File: src/rtl/ibex_rf_pkg.sv
// Shared types for the register-file operand fetch stage.
// Holds the FSM encoding and the L1/L2/zero address classification.
package ibex_rf_pkg;

    typedef enum logic [1:0] {
        IDLE    = 2'd0,
        WAIT_L2 = 2'd1,
        HOLD    = 2'd2
    } rf_state_e;

    typedef enum logic [1:0] {
        CLS_ZERO = 2'd0,
        CLS_L1   = 2'd1,
        CLS_L2   = 2'd2
    } addr_cls_e;

    localparam logic [1:0] L1_REGION = 2'b01;

    // An unused operand behaves exactly like x0.
    function automatic addr_cls_e classify_addr(
        input logic [4:0] addr,
        input logic       used
    );
        if (!used || addr == 5'd0) begin
            return CLS_ZERO;
        end else if (addr[4:3] == L1_REGION) begin
            return CLS_L1;
        end
        return CLS_L2;
    endfunction

endpackage

File: src/rtl/ibex_rf_opd_slot.sv
// One operand capture register with write-back snooping.
// Forwards a same-cycle write at capture and follows writes while held.
module ibex_rf_opd_slot
    import ibex_rf_pkg::*;
#(
    parameter int DataWidth = 32
) (
    input  logic                 clk_i,
    input  logic                 rst_i,
    input  logic                 capture_i,
    input  logic                 upd_en_i,
    input  logic [4:0]           cap_addr_i,
    input  logic                 cap_zero_i,
    input  logic [DataWidth-1:0] rf_rdata_i,
    input  logic                 wb_we_i,
    input  logic [4:0]           wb_waddr_i,
    input  logic [DataWidth-1:0] wb_wdata_i,
    output logic [DataWidth-1:0] data_o
);

    logic [DataWidth-1:0] data_q;
    logic [4:0]           addr_q;
    logic                 zero_q;
    logic                 cap_hit;
    logic                 hold_hit;

    // A zero operand never matches, which also covers writes to x0.
    assign cap_hit  = wb_we_i && !cap_zero_i && (wb_waddr_i == cap_addr_i);
    assign hold_hit = upd_en_i && wb_we_i && !zero_q && (wb_waddr_i == addr_q);

    always_ff @(posedge clk_i or posedge rst_i) begin
        if (rst_i) begin
            data_q <= '0;
            addr_q <= '0;
            zero_q <= 1'b1;
        end else if (capture_i) begin
            addr_q <= cap_addr_i;
            zero_q <= cap_zero_i;
            if (cap_zero_i) begin
                data_q <= '0;
            end else if (cap_hit) begin
                data_q <= wb_wdata_i;
            end else begin
                data_q <= rf_rdata_i;
            end
        end else if (hold_hit) begin
            data_q <= wb_wdata_i;
        end
    end

    assign data_o = data_q;

endmodule

File: src/rtl/ibex_rf_operand_fetch.sv
// Operand fetch from a split L1/L2 SRAM register file.
// L1-only requests deliver after 1 cycle; any L2 operand adds one stall.
module ibex_rf_operand_fetch
    import ibex_rf_pkg::*;
#(
    parameter int DataWidth = 32,
    parameter int CntWidth  = 16
) (
    input  logic                 clk_i,
    input  logic                 rst_i,
    input  logic                 req_valid_i,
    output logic                 req_ready_o,
    input  logic [4:0]           raddr_a_i,
    input  logic [4:0]           raddr_b_i,
    input  logic                 use_b_i,
    output logic [4:0]           rf_raddr_a_o,
    output logic [4:0]           rf_raddr_b_o,
    input  logic [DataWidth-1:0] rf_rdata_a_i,
    input  logic [DataWidth-1:0] rf_rdata_b_i,
    input  logic                 wb_we_i,
    input  logic [4:0]           wb_waddr_i,
    input  logic [DataWidth-1:0] wb_wdata_i,
    output logic                 opd_valid_o,
    input  logic                 opd_ready_i,
    output logic [DataWidth-1:0] opd_a_o,
    output logic [DataWidth-1:0] opd_b_o,
    output logic                 stall_o,
    output logic [CntWidth-1:0]  miss_cnt_o
);

    rf_state_e state_q, state_d;

    logic                accept;
    logic                need_l2;
    logic                in_wait;
    logic                capture;
    logic [4:0]          addr_a_q, addr_b_q;
    logic                use_b_q;
    logic [4:0]          cap_addr_a, cap_addr_b;
    logic                cap_use_b;
    logic                cap_zero_a, cap_zero_b;
    logic [CntWidth-1:0] miss_cnt_q;

    assign accept  = req_valid_i && req_ready_o;
    assign in_wait = (state_q == WAIT_L2);
    assign need_l2 = (classify_addr(raddr_a_i, 1'b1) == CLS_L2) ||
                     (classify_addr(raddr_b_i, use_b_i) == CLS_L2);

    always_ff @(posedge clk_i or posedge rst_i) begin
        if (rst_i) begin
            state_q <= IDLE;
        end else begin
            state_q <= state_d;
        end
    end

    always_comb begin
        state_d = state_q;
        unique case (state_q)
            IDLE: begin
                if (accept) state_d = need_l2 ? WAIT_L2 : HOLD;
            end
            WAIT_L2: state_d = HOLD;
            HOLD: begin
                if (accept) begin
                    state_d = need_l2 ? WAIT_L2 : HOLD;
                end else if (opd_ready_i) begin
                    state_d = IDLE;
                end
            end
            default: state_d = IDLE;
        endcase
    end

    always_comb begin
        req_ready_o = 1'b0;
        stall_o     = 1'b0;
        opd_valid_o = 1'b0;
        unique case (state_q)
            IDLE:    req_ready_o = !rst_i;
            WAIT_L2: stall_o = 1'b1;
            HOLD: begin
                opd_valid_o = 1'b1;
                req_ready_o = opd_ready_i && !rst_i;
            end
            default: ;
        endcase
    end

    always_ff @(posedge clk_i or posedge rst_i) begin
        if (rst_i) begin
            addr_a_q <= '0;
            addr_b_q <= '0;
            use_b_q  <= 1'b0;
        end else if (accept) begin
            addr_a_q <= raddr_a_i;
            addr_b_q <= raddr_b_i;
            use_b_q  <= use_b_i;
        end
    end

    // The L2 SRAM needs the address held for the whole wait cycle.
    assign cap_addr_a   = in_wait ? addr_a_q : raddr_a_i;
    assign cap_addr_b   = in_wait ? addr_b_q : raddr_b_i;
    assign cap_use_b    = in_wait ? use_b_q  : use_b_i;
    assign rf_raddr_a_o = cap_addr_a;
    assign rf_raddr_b_o = cap_addr_b;

    assign cap_zero_a = (classify_addr(cap_addr_a, 1'b1) == CLS_ZERO);
    assign cap_zero_b = (classify_addr(cap_addr_b, cap_use_b) == CLS_ZERO);
    assign capture    = (accept && !need_l2) || in_wait;

    always_ff @(posedge clk_i or posedge rst_i) begin
        if (rst_i) begin
            miss_cnt_q <= '0;
        end else if (accept && need_l2 && (miss_cnt_q != '1)) begin
            miss_cnt_q <= miss_cnt_q + CntWidth'(1);
        end
    end

    assign miss_cnt_o = miss_cnt_q;

    ibex_rf_opd_slot #(
        .DataWidth(DataWidth)
    ) u_slot_a (
        .clk_i     (clk_i),
        .rst_i     (rst_i),
        .capture_i (capture),
        .upd_en_i  (state_q == HOLD),
        .cap_addr_i(cap_addr_a),
        .cap_zero_i(cap_zero_a),
        .rf_rdata_i(rf_rdata_a_i),
        .wb_we_i   (wb_we_i),
        .wb_waddr_i(wb_waddr_i),
        .wb_wdata_i(wb_wdata_i),
        .data_o    (opd_a_o)
    );

    ibex_rf_opd_slot #(
        .DataWidth(DataWidth)
    ) u_slot_b (
        .clk_i     (clk_i),
        .rst_i     (rst_i),
        .capture_i (capture),
        .upd_en_i  (state_q == HOLD),
        .cap_addr_i(cap_addr_b),
        .cap_zero_i(cap_zero_b),
        .rf_rdata_i(rf_rdata_b_i),
        .wb_we_i   (wb_we_i),
        .wb_waddr_i(wb_waddr_i),
        .wb_wdata_i(wb_wdata_i),
        .data_o    (opd_b_o)
    );

endmodule

File: config.mk
export PLATFORM = sky130hd
export DESIGN_NAME = ibex_rf_operand_fetch
export DESIGN_NICKNAME = d
export VERILOG_FILES = /design/src/rtl/ibex_rf_pkg.sv /design/src/rtl/ibex_rf_opd_slot.sv /design/src/rtl/ibex_rf_operand_fetch.sv
export SDC_FILE = /design/constraint.sdc
export NUM_CORES = 1
export LEC_CHECK = 0
export BUFFER_PORTS_ARGS = -buffer_cell sky130_fd_sc_hd__buf_2
export CORE_MARGIN = 1
export CORE_UTILIZATION = 55
export DETAILED_ROUTE_END_ITERATION = 7
export PLACE_DENSITY = 0.87
export SLEW_MARGIN = 20
export SYNTH_ARGS = -nofsm -noshare
export SYNTH_HDL_FRONTEND = slang
export SYNTH_SLANG_ARGS = --single-unit
File: constraint.sdc
create_clock -name clk_i -period 5.74 [get_ports clk_i]
set_clock_uncertainty 0.2 [all_clocks]
set_input_delay 0.287 -clock clk_i [delete_from_list [all_inputs] [get_ports clk_i]]
set_output_delay 0.287 -clock clk_i [all_outputs]
set_load 0.01 [all_outputs]
== Word-level counts from Yosys, hierarchy flattened ==
Index checks and enable logic that the tools add are counted.

* Mux-type cells: 39
* Eq/ne operators: 15
* Add/subtract/negate cells: 1
* Reduce and logical (&&, ||, !) cells: 36

{| class="wikitable"
|+ Operator list
! kind !! count
|-
| two-way mux 32 bit || 8
|-
| two-way mux 2 bit || 16
|-
| == test 5 bit || 4
|-
| zero test 5 bit || 4
|-
| adder 16 x 1 -> 16 bit, second input constant || 1
|-
| inequality test 16 bit, second input constant || 1
|-
| logical AND 1 bit || 14
|-
| two-way mux 1 bit || 11
|-
| == test 2 x 1 -> 1 bit, second input constant || 5
|-
| two-way mux 5 bit || 2
|-
| zero test 1 bit || 8
|-
| == test 2 bit, second input constant || 3
|-
| zero test 2 bit || 3
|-
| case mux 2 bit (3 select lines) || 1
|-
| logical OR 1 bit || 4
|-
| nonzero test 2 bit || 2
|-
| inequality test 3 bit, second input constant || 1
|-
| inequality test 2 bit, second input constant || 1
|-
| case mux 1 bit (2 select lines) || 1
|-
| AND reduction 2 bit || 1
|}

* Bits of input ports: 117
* Word-level logic and storage cells: 102
* Flip-flop bits (word level): 105
* Output and inout bits: 93

== Logic depth before layout (Yosys ltp) ==
* Depth after elaboration: 13
* Mapped depth: 10
* Gate-level depth less buffers: 7

== By module ==
From an unflattened synthesis, not the netlist that was laid out.

* Cells, all modules: 554
* Area total of the unflattened synthesis: 6094.6 µm²

{| class="wikitable"
|+ By module, submodules not included
! module !! cells an instance !! sequential area each (µm²) !! times used !! area an instance (µm²)
|-
| ibex_rf_opd_slot || 208 || 952.2 || 2 || 2289.7
|-
| ibex_rf_operand_fetch || 138 || 725.7 || 1 || 1515.2
|}

== Worst setup path before layout ==
Ideal clock, no wire load.

* Path kind: input to register
* Start: input port rst_i
* End: register u_slot_b.data_q[0] (netlist: u_slot_b.data_o[0])
* Data arrival time: 4612 ps
* Setup time: 126 ps
* Setup slack: 802 ps
* Cell stages on the path: 7
* Cell sequence: inv_1 -> o2111ai_1 -> o31ai_2 -> buf_2 -> clkbuf_1 -> nor2_1 -> a221o_1

* Cells in the longest elaborated chain, start to end: 7
* Elaborated cells on any way between the ends: 8
* Classes of those cells: mux (2); reduce/logical (6)

{| class="wikitable"
|+ Ends and longest elaborated chain
! item !! line !! source
|-
| start: declaration || ibex_rf_operand_fetch.sv:10 || <nowiki>input logic rst_i,</nowiki>
|-
| zero test 1 bit (no source line) (*) || -- ||
|-
| logical AND 1 bit || ibex_rf_operand_fetch.sv:84 || <nowiki>req_ready_o = opd_ready_i && !rst_i;</nowiki>
|-
| case mux 1 bit (2 select lines) (*) || ibex_rf_operand_fetch.sv:79 || <nowiki>unique case (state_q)</nowiki>
|-
| logical AND 1 bit (*) || ibex_rf_operand_fetch.sv:44 || <nowiki>assign accept = req_valid_i && req_ready_o;</nowiki>
|-
| logical AND 1 bit (*) || ibex_rf_operand_fetch.sv:111 || <nowiki>assign capture = (accept && !need_l2) || in_wait;</nowiki>
|-
| logical OR 1 bit (*) || ibex_rf_operand_fetch.sv:111 ||
|-
| two-way mux 32 bit or nonzero test 2 bit (tied branches) || -- ||
|-
| end signal: assignment || ibex_rf_opd_slot.sv:42 || <nowiki>data_q <= wb_wdata_i;</nowiki>
|-
| end signal: assignment || ibex_rf_opd_slot.sv:44 || <nowiki>data_q <= rf_rdata_i;</nowiki>
|-
| end signal: assignment || ibex_rf_opd_slot.sv:47 || <nowiki>data_q <= wb_wdata_i;</nowiki>
|-
| end: declaration || ibex_rf_opd_slot.sv:21 || <nowiki>logic [DataWidth-1:0] data_q;</nowiki>
|}

Mark *: on every way between the ends. The rest lies on a longest branch, timed or not.
A chain may end at the register's enable or synchronous reset.

== Worst setup path in the final report ==
* Start: input port rst_i
* End: register u_slot_b.data_q[4] (netlist: u_slot_b.data_o[4])

Same word-level chain as after synthesis.

==> flow_summary.yaml <==
drt:
  via_per_inst: 6.17
  vias: 5674
  firstDrtPassIters: 5
  drtIter0Drc: 427
  drc: 0
  ant_nets: 0
  wl_um: 18100
  post_drt_wl_per_cell_um: 19.7
flow_run:
  maxCapViolCount: 0
global_routing:
  grt_max_degree: 58
  grt_first_pass_wirelength_um: 28700
  grt_util_met1: 0.416
  busiest_layer: "met2"
  antenna_found_initial: 1
  grt_use_met3: 0.0546
  grt_usage: 0.328
  gr-total-overflow: 0
  grt_pass1_vias: 5621
  met2_usage: 0.556
floorplanning:
  dieArea_um2: 11200
  die_h_um: 106
  row_count: 37
  die_w_um: 106
  pin_count: 210
  start_util: 0.571
  coreArea_um2: 10400
placed_design:
  hpwl_um: 12400
  port_buffers: 209
  dpl_cell_area_um2: 7070
  gp_congestion: 0.890
timing:
  slew-limit-headroom: 0.243
  min_period_ns: 4.15
  maxSlewViolCount: 0
  finalSetupViolCount: 0
  fmax_mhz: 241
  setup_tns_ns: 0
  rsz0062_at_grt: "no"
  hold_violations: 0
  fin_crit_sh: 0.723
  tightest_slew_ns: 1.13
yosys:
  synth-edff-count: 0
  syn-cell-area_um2: 5940
  synthTopCellsByArea: "dfrtp_1, mux2i_1, a221oi_2"
  synthFlopType: "dfrtp_1"
  synth.avg_cell_area_um2: 10.8
  synth_top_cell_by_area: "dfrtp_1"
  ys_top_cells_by_count: "dfrtp_1, mux2i_1, nand2_1"
  syn_nets: 670
  synth_cell_types: 57
  ys_seq_area_frac: 0.442
  synth_seq_cells: 105
  synthCells: 552
  yosys.area.top_type_share: 0.434
  synth-async-reset-ratio: 1.00
  yosysMostFrequentCell: "dfrtp_1"
  yosysWarnings: 0
clocking:
  clk_pin_slew_ns: 0.10
  cts_setup_buffers: 0
  cts.sinks: 105
  cts_buffers: 9
  clk-insertion-delay-late_ns: 0.37
  htree_num_levels: 3
  cts_tree: "done"
  clockRootBuffer: "clkbuf_8"
  cts_max_path_buffers: 2
worst_hold_path:
  hold_class: "in -> reg"
power:
  peakVddDrop_uv: 182
  p_comb_frac: 0.374
  internal_power_uw: 1580
  cellLeakagePower_uw: 0.00343
  power_frac_clock: 0.168
  netSwitchingPower_uw: 923
  p_per_area_nw_per_um2: 326
  switching_share: 0.369
  seqPwrFrac: 0.458
setup_path:
  required_ns: 5.85
  end_kind: "register"
  startpoint_type: "input port"
  path_class: "in -> reg"
  crit_fanout: 51
  arrival_ns: 4.27
cells_and_area:
  drive_above_1_share: 0.362
  fillers: 774
  nets: 896
  synthToLayoutAreaGrowth_pct: 28.9
  fin_area_um2: 7660
outcome:
  status: "finished, final reports clean"
path summary, 6_finish.rpt:
path | start | endpoint | slack, ns | cells past startpoint
max in group asynchronous | rst_i | u_slot_b.data_o[30] | 3.78 | 4
min reg2reg | miss_cnt_o[9] | miss_cnt_o[9] | 0.30 | 1
min in group asynchronous | rst_i | addr_a_q[3] | 0.37 | 3
max reg2reg | state_q[1] | u_slot_a.data_o[1] | 1.70 | 8
max | rst_i | u_slot_b.data_o[4] | 1.59 | 11
min | wb_wdata_i[23] | u_slot_b.data_o[23] | 0.009 | 2
routing by layer:
metal	vias up	part of all wire
met2	309	0.49
met1	2791	0.40
met3	42	0.076
li1	2532	-
met4	0	0.027
met5	-	0
sequential cells by signal, summed over array words and instances (netlist names):
name             count
addr_a_q             5
addr_b_q             5
miss_cnt_o          16
state_q              2
u_slot_a.addr_q      5
u_slot_a.data_o     32
u_slot_a.zero_q      1
u_slot_b.addr_q      5
u_slot_b.data_o     32
u_slot_b.zero_q      1
use_b_q              1
what timing repair did:
action                                 in CTS  in global routing
hold buffers                               42                  0
endpoints found under the hold margin      87                  0
resized for setup                           0                  0
layout by cell type, fill, tap and decap left out, types with 3 or more instances in the layout:
cell	instances
dlygate4sd3_1	42
clkbuf_8	10
a221o_1	31
mux2i_1	67
inv_1	14
a31oi_1	3
nor3_1	3
mux2_2	7
and3_1	5
nor2_1	45
xor2_1	6
a221oi_2	30
a21oi_1	7
xnor2_1	27
a211oi_1	34
o21ai_0	10
nand4_1	6
nand3_1	8
buf_4	9
dfrtp_1	103
buf_2	209
nor2b_1	3
nand2_1	49
worst max-delay path, cell delays in order:
cell and delay (ns):
dlygate4sd3_1 0.53, buf_2 0.14, inv_4 0.46, o2111ai_2 0.51, o31ai_4 0.33, buf_4 0.55
nand2_1 0.18, nor2_2 0.12, buf_4 0.37, a221o_1 0.21, dlygate4sd3_1 0.54
power by group through the flow:
stage	combinational (µW)	sequential, µW	clock (µW)
2_1_floorplan	452	1200	0
3_3_place_gp	869	1140	0
3_5_place_dp	899	1150	0
4_1_cts	929	1140	419
5_1_grt	1020	1170	449
6_report	934	1150	420
layout make-up:
cell class,instances,area [µm²],share of cell area
Antenna cell,2,5.00,0.000653
Tap cell,136,170,0.0222
Clock buffer,12,145,0.0189
Timing Repair Buffer,260,1530,0.200
Sequential cell,105,2630,0.343
Inverter,16,62.6,0.00817
Multi-Input combinational cell,386,3100,0.404
Clock inverter,3,17.5,0.00229
stage by stage:
| step | total power (µW) | utilization | cells | setup slack, ns | hold WS [ns] |
|---|---|---|---|---|---|
| after global placement | 2010 | 0.678 | 861 | 1.84 | 0.211 |
| after global routing | 2640 | 0.735 | 919 | 1.30 | 0.00484 |
| final | 2500 | 0.735 | 920 | 1.59 | 0.00949 |
| after detailed placement | 2050 | 0.678 | 861 | 1.70 | 0.229 |
| after CTS | 2490 | 0.734 | 918 | 1.36 | 0.00135 |
| after floorplan | 1650 | - | 552 | 0.802 | 0.192 |
logic make-up after synthesis:
family,after synthesis,share of synthesized area
simple gates,141,0.112
compound gates,137,0.222
flops,105,0.442
mux,74,0.126
buf+inv,61,0.0471
xor+xnor,33,0.0486
fa+ha+maj,1,0.00210
(Power assumes the default switching activity.)
